## src/rtl/fifo_pkg.sv

```systemverilog
// Shared helpers for the parametrised FIFO.
// Pointer/count width helper and flag reset values.
package fifo_pkg;

  // Pointer and count width: index bits plus one wrap bit.
  function automatic int ptr_w(input int depth);
    return $clog2(depth) + 1;
  endfunction

  localparam logic FULL_RST   = 1'b0;
  localparam logic EMPTY_RST  = 1'b1;
  localparam logic AFULL_RST  = 1'b0;
  localparam logic AEMPTY_RST = 1'b1;
  localparam logic ERR_RST    = 1'b0;

endpackage

```

## src/rtl/fifo_ram.sv

```systemverilog
// FIFO storage: WIDTH x DEPTH, one write port, registered read.
// Ports: clk, reset_n, we/waddr/wdata, re/raddr, rdata.
module fifo_ram
  import fifo_pkg::*;
#(
  parameter int WIDTH = 8,
  parameter int DEPTH = 16
) (
  input  logic                     clk,
  input  logic                     reset_n,
  input  logic                     we,
  input  logic [$clog2(DEPTH)-1:0] waddr,
  input  logic [WIDTH-1:0]         wdata,
  input  logic                     re,
  input  logic [$clog2(DEPTH)-1:0] raddr,
  output logic [WIDTH-1:0]         rdata
);

  localparam int AW = ptr_w(DEPTH) - 1;

  logic [WIDTH-1:0] mem [DEPTH];
  logic [WIDTH-1:0] rdata_d, rdata_q;

  // Storage is never reset; only the read register is.
  always_ff @(posedge clk) begin
    if (we) mem[waddr] <= wdata;
  end

  always_comb begin
    rdata_d = rdata_q;
    if (re) rdata_d = mem[raddr[AW-1:0]];
  end

  always_ff @(posedge clk or negedge reset_n) begin
    if (!reset_n) rdata_q <= '0;
    else          rdata_q <= rdata_d;
  end

  assign rdata = rdata_q;

endmodule

```

## src/rtl/sync_fifo_param.sv

```systemverilog
// Parametrised synchronous FIFO with count, thresholds, flush.
// Optional sticky overflow/underflow under SYNC_FIFO_ERR_EN.
module sync_fifo_param
  import fifo_pkg::*;
#(
  parameter int WIDTH    = 8,
  parameter int DEPTH    = 16,
  parameter int AF_LEVEL = DEPTH - 2,
  parameter int AE_LEVEL = 2
) (
  input  logic                   clk,
  input  logic                   reset_n,
  input  logic                   clear,
  input  logic                   wr_en,
  input  logic [WIDTH-1:0]       data_in,
  input  logic                   rd_en,
  output logic [WIDTH-1:0]       data_out,
  output logic                   rd_valid,
  output logic                   full,
  output logic                   empty,
  output logic                   almost_full,
  output logic                   almost_empty,
  output logic [$clog2(DEPTH):0] count,
  output logic                   overflow,
  output logic                   underflow
);

  localparam int AW = ptr_w(DEPTH) - 1;
  localparam int PW = ptr_w(DEPTH);
  localparam int CW = ptr_w(DEPTH);

  localparam logic [CW-1:0] DEPTH_C = CW'(DEPTH);
  localparam logic [CW-1:0] AF_C    = CW'(AF_LEVEL);
  localparam logic [CW-1:0] AE_C    = CW'(AE_LEVEL);

  logic [PW-1:0] wr_ptr_d, wr_ptr_q;
  logic [PW-1:0] rd_ptr_d, rd_ptr_q;
  logic [CW-1:0] count_d, count_q;
  logic          full_d, full_q;
  logic          empty_d, empty_q;
  logic          af_d, af_q;
  logic          ae_d, ae_q;
  logic          rd_valid_d, rd_valid_q;
  logic          wr_acc, rd_acc;

  // Acceptance uses registered flags only.
  assign wr_acc = wr_en & ~full_q;
  assign rd_acc = rd_en & ~empty_q;

  always_comb begin
    wr_ptr_d   = wr_ptr_q;
    rd_ptr_d   = rd_ptr_q;
    count_d    = count_q;
    rd_valid_d = 1'b0;
    if (clear) begin
      wr_ptr_d = '0;
      rd_ptr_d = '0;
      count_d  = '0;
    end else begin
      if (wr_acc) wr_ptr_d = wr_ptr_q + PW'(1);
      if (rd_acc) rd_ptr_d = rd_ptr_q + PW'(1);
      count_d    = count_q + CW'(wr_acc) - CW'(rd_acc);
      rd_valid_d = rd_acc;
    end
    full_d  = (count_d == DEPTH_C);
    empty_d = (count_d == '0);
    af_d    = (count_d >= AF_C);
    ae_d    = (count_d <= AE_C);
  end

  always_ff @(posedge clk or negedge reset_n) begin
    if (!reset_n) begin
      wr_ptr_q   <= '0;
      rd_ptr_q   <= '0;
      count_q    <= '0;
      full_q     <= FULL_RST;
      empty_q    <= EMPTY_RST;
      af_q       <= AFULL_RST;
      ae_q       <= AEMPTY_RST;
      rd_valid_q <= 1'b0;
    end else begin
      wr_ptr_q   <= wr_ptr_d;
      rd_ptr_q   <= rd_ptr_d;
      count_q    <= count_d;
      full_q     <= full_d;
      empty_q    <= empty_d;
      af_q       <= af_d;
      ae_q       <= ae_d;
      rd_valid_q <= rd_valid_d;
    end
  end

  fifo_ram #(
    .WIDTH (WIDTH),
    .DEPTH (DEPTH)
  ) u_ram (
    .clk     (clk),
    .reset_n (reset_n),
    .we      (wr_acc & ~clear),
    .waddr   (wr_ptr_q[AW-1:0]),
    .wdata   (data_in),
    .re      (rd_acc & ~clear),
    .raddr   (rd_ptr_q[AW-1:0]),
    .rdata   (data_out)
  );

`ifdef SYNC_FIFO_ERR_EN
  logic ovf_d, ovf_q;
  logic unf_d, unf_q;

  // Sticky until reset; flush leaves them alone.
  always_comb begin
    ovf_d = ovf_q | (wr_en & full_q);
    unf_d = unf_q | (rd_en & empty_q);
  end

  always_ff @(posedge clk or negedge reset_n) begin
    if (!reset_n) begin
      ovf_q <= ERR_RST;
      unf_q <= ERR_RST;
    end else begin
      ovf_q <= ovf_d;
      unf_q <= unf_d;
    end
  end

  assign overflow  = ovf_q;
  assign underflow = unf_q;
`else
  assign overflow  = 1'b0;
  assign underflow = 1'b0;
`endif

  assign rd_valid     = rd_valid_q;
  assign full         = full_q;
  assign empty        = empty_q;
  assign almost_full  = af_q;
  assign almost_empty = ae_q;
  assign count        = count_q;

endmodule

```

## config.mk

```make
export PLATFORM = sky130hd
export DESIGN_NAME = sync_fifo_param
export DESIGN_NICKNAME = d
export VERILOG_FILES = /design/src/rtl/fifo_pkg.sv /design/src/rtl/fifo_ram.sv /design/src/rtl/sync_fifo_param.sv
export SDC_FILE = /design/constraint.sdc
export NUM_CORES = 1
export LEC_CHECK = 0
export CAP_MARGIN = 20
export CORE_MARGIN = 2
export CORE_UTILIZATION = 62
export CTS_BUF_LIST = sky130_fd_sc_hd__clkbuf_4
export DETAILED_ROUTE_END_ITERATION = 16
export PLACE_DENSITY = 0.9
export SLEW_MARGIN = 20
export SYNTH_ARGS = -nofsm -noshare
export SYNTH_HDL_FRONTEND = slang
export SYNTH_HIERARCHICAL = 1
export SYNTH_SLANG_ARGS = --single-unit
```

## constraint.sdc

```tcl
create_clock -name clk -period 3.1 [get_ports clk]
set_input_delay 0.93 -clock clk [delete_from_list [all_inputs] [get_ports clk]]
set_output_delay 0.93 -clock clk [all_outputs]
set_load 0.005 [all_outputs]
```

### Word level (Yosys, flattened, before mapping)

Memory sizes are Yosys's and may differ from the RTL's. A register that Yosys moved wholly into a read port is not among the register bits.
Index checks and enable logic that the tools add are counted.

| storage, ports and cells | value |
|---|---|
| bits in registers | 20 |
| latch bits | 0 |
| RAM bits | 128 |
| bits in read-only memories | 0 |
| output and inout port bits | 20 |
| word-level logic and storage cells | 35 |
| memories kept | 1 |

| cells by class | value |
|---|---|
| $add $sub $neg | 4 |
| multiply operators | 0 |
| divide/modulo/power cells | 0 |
| $lt $le $gt $ge | 2 |
| equal/unequal tests | 1 |
| shifts and indexed selects | 0 |
| multiplexer cells | 8 |
| bitwise logic cells | 7 |
| reductions and logical operators | 4 |

Memories:

| memory | words | bits a word | rd ports | clocked after memory_dff | write ports | RTL line | RTL |
|---|---|---|---|---|---|---|---|
| u_ram.mem | 16 | 8 | 1 | 1 | 1 | fifo_ram.sv:21 | `logic [WIDTH-1:0] mem [DEPTH];` |

Operators by type and width:

| cell | number |
|---|---|
| two-way mux 5 bit | 5 |
| adder 5 x 1 -> 5 bit, second input constant | 2 |
| adder 5 x 1 -> 5 bit | 1 |
| == test 5 bit, second input constant | 1 |
| greater-or-equal comparator 5 x 4 -> 1 bit, second input constant | 1 |
| less-or-equal comparator 5 x 2 -> 1 bit, second input constant | 1 |
| logical NOT 5 bit | 1 |
| subtractor 5 x 1 -> 5 bit | 1 |
| bitwise AND 1 bit | 4 |
| nonzero test 2 bit | 2 |
| two-way mux 1 bit | 3 |
| NOT 1 bit | 3 |
| logical NOT 1 bit | 1 |

### Logic depth before layout (Yosys ltp)

Gate-level depths: netlist of the first run.

| logic depth | value |
|---|---|
| depth in word-level cells | 6 |
| gate-level depth with buffers | 9 |
| depth with buffers taken out | 8 |

### Modules after synthesis

The synthesis of the first run kept the hierarchy.

Modules (own cells, without submodules):

| module | instances | cells each | area each (um^2) | sequential area each (um^2) |
|---|---|---|---|---|
| fifo_ram | 1 | 240 | 5,331.4 | 4,043.9 |
| sync_fifo_param | 1 | 86 | 913.4 | 452.9 |

### Worst setup path after synthesis of the first run

No wires, ideal clock.

| timing path | value |
|---|---|
| kind | input to register |
| from | in clear |
| to | mem u_ram.mem[0][0], enable pin |
| setup time | 0.383 ns |
| arrival | 2.634 ns |
| data required time | 2.717 ns |
| setup slack | 0.083 ns |
| stages | 5 |
| cells stage by stage | clkbuf_1 -> clkbuf_1 -> nor2_1 -> or3b_2 -> nor3_1 |

| between the ends | value |
|---|---|
| word-level cells in the longest chain between the ends | 4 |

Ends and longest elaborated chain:

| what | RTL line | RTL |
|---|---|---|
| start, declared | sync_fifo_param.sv:13 | `input logic clear,` |
| NOT 1 bit | sync_fifo_param.sv:99 | `.we (wr_acc & ~clear),` |
| bitwise AND 1 bit | sync_fifo_param.sv:99 |  |
| two-way mux 1 bit | fifo_ram.sv:26 | `if (we) mem[waddr] <= wdata;` |
| two-way mux 1 bit (not written as such) | fifo_ram.sv:26 |  |
| end, declared | fifo_ram.sv:21 |  |

No other way between the ends.

### Worst setup path in the final report of the first run

| timing path | value |
|---|---|
| from | in rd_en |
| to | reg full_q (netlist: full) |

| between the ends | value |
|---|---|
| word-level cells in the longest chain between the ends | 4 |

Ends and longest elaborated chain:

| what | RTL line | RTL |
|---|---|---|
| start, declared | sync_fifo_param.sv:16 | `input logic rd_en,` |
| bitwise AND 1 bit | sync_fifo_param.sv:48 | `assign rd_acc = rd_en & ~empty_q;` |
| subtractor 5 x 1 -> 5 bit | sync_fifo_param.sv:62 | `count_d = count_q + CW'(wr_acc) - CW'(rd_acc);` |
| two-way mux 5 bit | sync_fifo_param.sv:55 | `if (clear) begin` |
| == test 5 bit | sync_fifo_param.sv:65 | `full_d = (count_d == DEPTH_C);` |
| named net full_d | sync_fifo_param.sv:39 | `logic full_d, full_q;` |
| end signal, assigned | sync_fifo_param.sv:85 | `full_q <= full_d;` |
| end, declared | sync_fifo_param.sv:39 |  |

The timed path passes the listed nets, and every way through them passes these cells.
A chain may end at the register's enable or synchronous reset.

==> results of run 1 <==
[how the worst max path moves through the flow]
stage / start / end / slack, ps / depth (start not counted)
final: rd_en / full / 340 / 9
after global placement: rd_en / full / -120 / 9
after floorplan: clear / u_ram/mem[0][0] / 80 / 5
after CTS: rd_en / full / 370 / 9
after detailed placement: rd_en / full / -210 / 9
after global routing: rd_en / full / 210 / 9
[cells in the mapped netlist, types with 2 or more instances]
master and n:
nand2_1 8, a21oi_2 2, buf_6 5, nor2b_1 5, or2_2 2, mux2i_1 9
a41o_1 2, a21oi_1 3, dfrtp_1 24, nand4_1 2, buf_1 4, mux4_2 26
a221oi_2 8, nor2_1 32, clkbuf_1 3, nand3b_1 2, buf_12 2, edfxtp_1 128
nand2b_1 4, mux4_1 6, ha_1 6, inv_1 4, xnor2_1 5, nand3_1 2
dfstp_2 2, xor2_1 5, o22ai_1 7, buf_4 3, buf_2 2, nor3_1 4
[layout by cell type (no fill, tap or decap), types with 3 or more instances in the layout]
master           Yosys  layout
a221oi_2             8       8
mux2i_1              9       9
clkbuf_4             0      17
clkinvlp_4           0       3
inv_1                4       4
nor3_1               4       4
mux4_1               6       6
nand2_1              8       8
xnor2_1              5       5
xor2_1               5       5
ha_1                 6       6
mux4_2              26      26
buf_4                3      26
o22ai_1              7       7
nor2_1              32      32
edfxtp_1           128     128
clkdlybuf4s50_1      0      30
inv_6                0       4
nand2b_1             4       4
clkinv_4             0       4
a21oi_1              3       3
nor2b_1              5       5
dfrtp_1             24      24
[per-stage QoR]
stage	setup slack, ps	power [mW]	hold WS, ps	TNS [ps]	instances
after global routing	206	4.94	637	0	530
after global placement	-117	3.61	568	-327	497
after CTS	365	4.72	600	0	529
after detailed placement	-209	3.69	581	-899	497
after floorplan	82.7	3.20	506	0	327
final	343	4.72	600	0	530
[flip-flops by register name (all words and copies together) (netlist names)]
signal        flops
almost_full       1
almost_empty      1
wr_ptr_q          4
u_ram/mem       128
rd_ptr_q          4
empty             1
rd_valid          1
full              1
count             5
u_ram/rdata       8
[tightest hold or removal path, stage by stage (launching register included)]
cell and delay [ps]:
dfrtp_1 410, nor2_1 120, a221oi_2 50
[layout make-up]
type,instances,share of cell area
timing repair buffer,56,0.0708
sequential,154,0.642
tap,133,0.0238
clock inverter,15,0.0168
inverter,4,0.00214
multi-input combinational,150,0.226
clock buffer,17,0.0182
antenna,1,0.000357
[cells by family (layout without fill, tap and decap cells)]
logic type | count (synthesis) | count (layout)
AOI/OAI and AO/OA | 24 | 24
xor gates and xnor gates | 10 | 10
adders and majority gates | 7 | 7
buffers and inverters | 23 | 92
DFF | 154 | 154
muxes | 41 | 41
other | 1 | 3
and+or+nand+nor | 66 | 66
[power groups by stage]
| stage | registers [mW] | logic (mW) | clock network [mW] |
|---|---|---|---|
| after floorplan | 2.52 | 0.677 | 0 |
| after global placement | 2.53 | 1.07 | 0 |
| after detailed placement | 2.55 | 1.14 | 0 |
| after CTS | 2.50 | 1.15 | 1.08 |
| after global routing | 2.52 | 1.26 | 1.16 |
| final | 2.50 | 1.15 | 1.06 |
[metal layers]
layer,part of all wire,wire (um),global-route usage
met5,0,0,0
met2,0.51,6200,0.393
met3,0.071,865,0.0576
met1,0.39,4810,0.314
met4,0.028,338,0.107
==> run summary, run 1 <==
Grt ovf = 0
GRT Total Usage = 0.242
Fillers = 573
CP startpoint kind = primary input
Number of setup buffers added after CTS = 0
Row cnt = 36
Final WL = 12200 um
Fmax = 363 MHz
Worst-case clock buffer depth = 2
Maximum VDD drop = 0.341 mV
Leakage = 2.37 nW
Worst Skew = 24.0 ps
Cell taking the most area after synthesis = edfxtp_1
Combinational family with the most area after synthesis = multiplexers
Overall die width = 104 um
Post-synthesis simple-gate area fraction = 0.0513
Placed Area = 0.00676 sq mm
Largest stage delay, worst path = 440 ps
Largest net degree at the start of global routing = 35
Synth Warn # = 6
Synth area leaders = edfxtp_1 (62%), dfrtp_1 (9.6%), mux4_2 (9.4%)
Reg2reg start = full
WL/cell = 23.0 um
Comb pwr share = 0.245
Synthesized area = 0.00624 sq mm
Mux share of post-synthesis cell area = 0.133
Minimum clock period = 2760 ps
WP data required = 3540 ps
Compound-Gate Fraction of Synth Area = 0.0381
CORE AREA = 0.00977 sq mm
Synth Instances = 326
Die area = 0.0109 sq mm
Adder-Cell Fraction of Synth Area = 0.0152
Hold_buf cts = 0
Synth top area share = 0.616
PortBufs = 30
Switch share = 0.299
Endpoint, Worst Hold = u_ram/rdata[0]
Final Hold Fails = 0
Clock Latency Late Sink = 540 ps
Clock sinks = 154
Post-synthesis async set-or-reset flop share = 0.169
Worst-margin pin slew = 864 ps
Initial antenna violation count = 1
Count of different cell masters after synthesis = 39
R2r setup slk = 720 ps
CP max stage cell = clkdlybuf4s50_1
Pre-antenna DRT Iters = 5
Critical path type = primary input to flip-flop
Setup Viol. Count Final = 0
Crit end category = flip-flop
CTS buffer count = 17
Drt drc = 0
Reg area = 0.00450 sq mm
CTS H-tree lvls = 4
Cell mode on critical path = xnor2_1
Relative slew slack = 0.424
Post-Synth XOR/XNOR Area = 0.0140
RSZ-0062 raised after global routing = false
Root Driver = clkbuf_4
Share of layout cells above drive strength 1 = 0.255
Int Pwr = 3.31 mW
Drt initial violations = 236
Sequential Power Share = 0.530
CP arrival = 3200 ps
Status = finished clean
HPWL after DPL = 7930 um
Critical path, cell by cell = clkdlybuf4s50_1 -> nor2b_1 -> xnor2_1 -> ha_1 -> fa_1 -> a21o_2 -> a21oi_2 -> xnor2_1 -> nor4b_1
Area occupied by multi-input gates = 0.00158 sq mm
Die H = 104 um
CP bufs+invs = 1
Final period utilization = 0.889
Sequential area share after synthesis = 0.720
First-pass GRT wire length = 18900 um
Clock transition at the registers of the reported paths = 140 ps
Post-route design area = 0.00700 sq mm
Max-cap violations = 0
Final Max Slew Viols = 0
Register bit total from synthesis = 154
Io pins = 33
Starting Density = 0.639
Critical path fanouts, max = 5
Nets = 403
Drt via density = 6.19
CTS tree = yes
Vias = 3282
EDFF count, synth = 128
Area growth syn-to-layout = 12.1%
Hold Crit Start = u_ram/rdata[0]
Vias in the first global route = 3361
Gpl congestion = 0.852
Worst r2r path cells = 8
Hold Crit Class = flip-flop to flip-flop
Fin util = 0.716
Pwr dens = 674 mW/mm^2
Ys flop type = edfxtp_1
Switching power = 1.41 mW
R2R Path End = full
Hold Path Depth = 2
Syn_area_per_cell = 19.2 sq um
Cell family with most CP delay = adder cells
Antenna Violating Nets Remaining = 0
Clock power frac = 0.225
Post-CTS sizing = 0
Power figures use the tool's default switching activity.
==> run 2, diff against run 1 <==
CORE_MARGIN = not set   (was 2)
==> run 2 against run 1 <==
Register-to-register slack gained 60 ps. Setup slack gained 18 ps. Wire length shrank 1.8%. Combinational power is essentially flat. Via count grew 0.73%. Global-route usage grew 1.4 points. Sequential share of layout area shrank 0.15 points. Die area shrank 3.8%. Final area grew 0.23%. Largest cell class unchanged.
==> run summary, run 2 (same netlist as run 1, synthesis figures left out) <==
Hold Crit Class = flip-flop to flip-flop
CORE AREA = 0.00977 sq mm (unchanged)
Final WL = 12000 um (-1.8%)
Hold_buf cts = 0 (unchanged)
Row cnt = 36 (unchanged)
Die H = 102 um (-1.9%)
Share of layout cells above drive strength 1 = 0.254 (-0.000642)
CP startpoint kind = primary input
Number of setup buffers added after CTS = 0 (unchanged)
CP bufs+invs = 1 (unchanged)
Largest Register = u_ram/mem
Int Pwr = 3.41 mW (+3.0%)
Cell family with most CP delay = adder cells
HPWL after DPL = 8080 um (+1.8%)
Vias in the first global route = 3242 (-3.5%)
GRT Total Usage = 0.256 (+0.0141)
Status = finished clean
Area growth syn-to-layout = 12.4%
Critical path, cell by cell = clkdlybuf4s50_1 -> nor2b_1 -> xnor2_1 -> ha_1 -> fa_1 -> a21o_2 -> a21oi_2 -> xnor2_1 -> nor4b_1
Minimum clock period = 2740 ps (-18.3 ps)
Vias = 3306 (+0.73%)
Switching power = 1.30 mW (-7.5%)
Critical path type = primary input to flip-flop
Max FFs per register = 128 (unchanged)
Starting Density = 0.639 (unchanged)
Die area = 0.0105 sq mm (-3.8%)
Drt initial violations = 322 (+36%)
WL/cell = 22.6 um (-1.8%)
Grt ovf = 0 (unchanged)
PortBufs = 30 (unchanged)
Io pins = 33 (unchanged)
Leakage = 2.37 nW (+0.35%)
Setup Viol. Count Final = 0 (unchanged)
Pre-antenna DRT Iters = 5 (unchanged)
Comb pwr share = 0.239 (-0.006)
Antenna Violating Nets Remaining = 0 (unchanged)
Commonest cells after routing, fill and taps aside = edfxtp_1 (128), nor2_1 (32), clkdlybuf4s50_1 (30)
Clock power frac = 0.233 (+0.008)
Post-CTS sizing = 0 (unchanged)
Switch share = 0.276 (-0.0221)
Worst-margin pin slew = 785 ps (-78.8 ps)
Commonest non-fill, non-tap cell in the layout = edfxtp_1
DR WL met3 = 1060 um (+22%)
Cell mode on critical path = xnor2_1
Final period utilization = 0.883 (-0.00590)
Tot Pwr = 4.71 mW (about the same)
Nets = 404 (+0.25%)
Sequential Power Share = 0.527 (-0.003)
Uppermost layer routed = met4
Max-cap violations = 0 (unchanged)
CTS H-tree lvls = 4 (unchanged)
Final Max Slew Viols = 0 (unchanged)
Maximum VDD drop = 0.332 mV (-2.8%)
RSZ-0062 raised after global routing = false
CTS tree = yes
Metal-1 WL = 4640 um (-3.5%)
Pwr dens = 672 mW/mm^2 (-0.33%)
Root Driver = clkbuf_4
Gpl congestion = 0.784 (-8.0%)
Critical path fanouts, max = 5 (unchanged)
CP max stage cell = clkdlybuf4s50_1
WP data required = 3520 ps (-20 ps)
Overall die width = 102 um (-1.9%)
Crit end category = flip-flop
CTS buffer count = 17 (unchanged)
Relative slew slack = 0.477 (+0.0525)
First-pass GRT wire length = 18200 um (-3.6%)
Worst-case clock buffer depth = 2 (unchanged)
Drt drc = 0 (unchanged)
Clock Latency Late Sink = 540 ps (about the same)
Clock sinks = 154 (unchanged)
WL met2 = 6020 um (-2.9%)
Fin util = 0.718 (+0.00166)
Initial antenna violation count = 0 (-1)
Final Hold Fails = 0 (unchanged)
Largest net degree at the start of global routing = 35 (unchanged)
Antenna cells = 0 (-1)
Worst Skew = 22.0 ps (-2.08 ps)
Post-route insts no fill = 530 (unchanged)
Placed insts = 498 (+0.20%)
Drt via density = 6.24 (+0.73%)
Largest stage delay, worst path = 450 ps (about the same)
Fmax = 365 MHz (+0.67%)
CP arrival = 3160 ps (-40 ps)
Clock transition at the registers of the reported paths = 110 ps (-30 ps)
==> run 2: changes by cell type in the layout (fill, tap and decap cells not counted) <==
cell	delta
bufinv_16	+1
clkinv_2	-1
inv_8	-1
clkinvlp_4	+1
clkinv_4	-3
buf_4	+1
clkinv_1	+1
clkbuf_4	+4
diode_2	-1
inv_6	-2
==> run 2: final timing paths <==
| path | start | end | slack, ps | depth (start not counted) |
|---|---|---|---|---|
| max in group asynchronous | reset_n | empty | 2040 | 2 |
| min reg2reg | u_ram/rdata[0] | u_ram/rdata[0] | 590 | 2 |
| min in group asynchronous | reset_n | almost_full | 750 | 2 |
| min | u_ram/rdata[0] | u_ram/rdata[0] | 590 | 2 |
| max reg2reg | empty | full | 780 | 8 |
| max | rd_en | full | 360 | 9 |
==> run 2: cell type report <==
| class | instances | area (sq um) |
|---|---|---|
| repair buffers | 57 | 503 |
| fillers | 580 | 2760 |
| inverters | 4 | 15.0 |
| clock inverters | 11 | 98.8 |
| multi-input cells | 150 | 1580 |
| well taps | 133 | 166 |
| flip-flops and latches | 154 | 4500 |
| clock buffers | 21 | 158 |
==> run 2: power by group through the flow <==
stage,combinational [mW],clock [mW],sequential [mW]
floorplan,0.677,0,2.52
global placement,1.07,0,2.53
detailed placement,1.13,0,2.53
CTS,1.13,1.12,2.49
global route,1.23,1.21,2.50
finish,1.13,1.10,2.49
==> run 2: worst reg2reg max path, cell delays in order, from the launching register on <==
cell and delay [ps]:
dfstp_2 550, nor2b_1 60, xnor2_1 130, ha_1 220, fa_1 440, a21o_2 210, a21oi_2 140, xnor2_1 160
nor4b_1 310
==> run 2: layer usage <==
metal | GRT usage | vias up
met5 | 0 | -
met4 | 0.0956 | 0
met3 | 0.0691 | 26
met2 | 0.400 | 192
met1 | 0.350 | 1671
li1 | - | 1417
==> run 2: metrics by stage <==
step,hold slack [ps],worst slack [ps],instance area [sq um],setup TNS [ps]
after floorplan,506,82.7,6250,0
after global placement,564,-124,6760,-376
after detailed placement,565,-164,6760,-632
after CTS,598,394,7020,0
after global routing,628,254,7020,0
final,594,361,7020,0
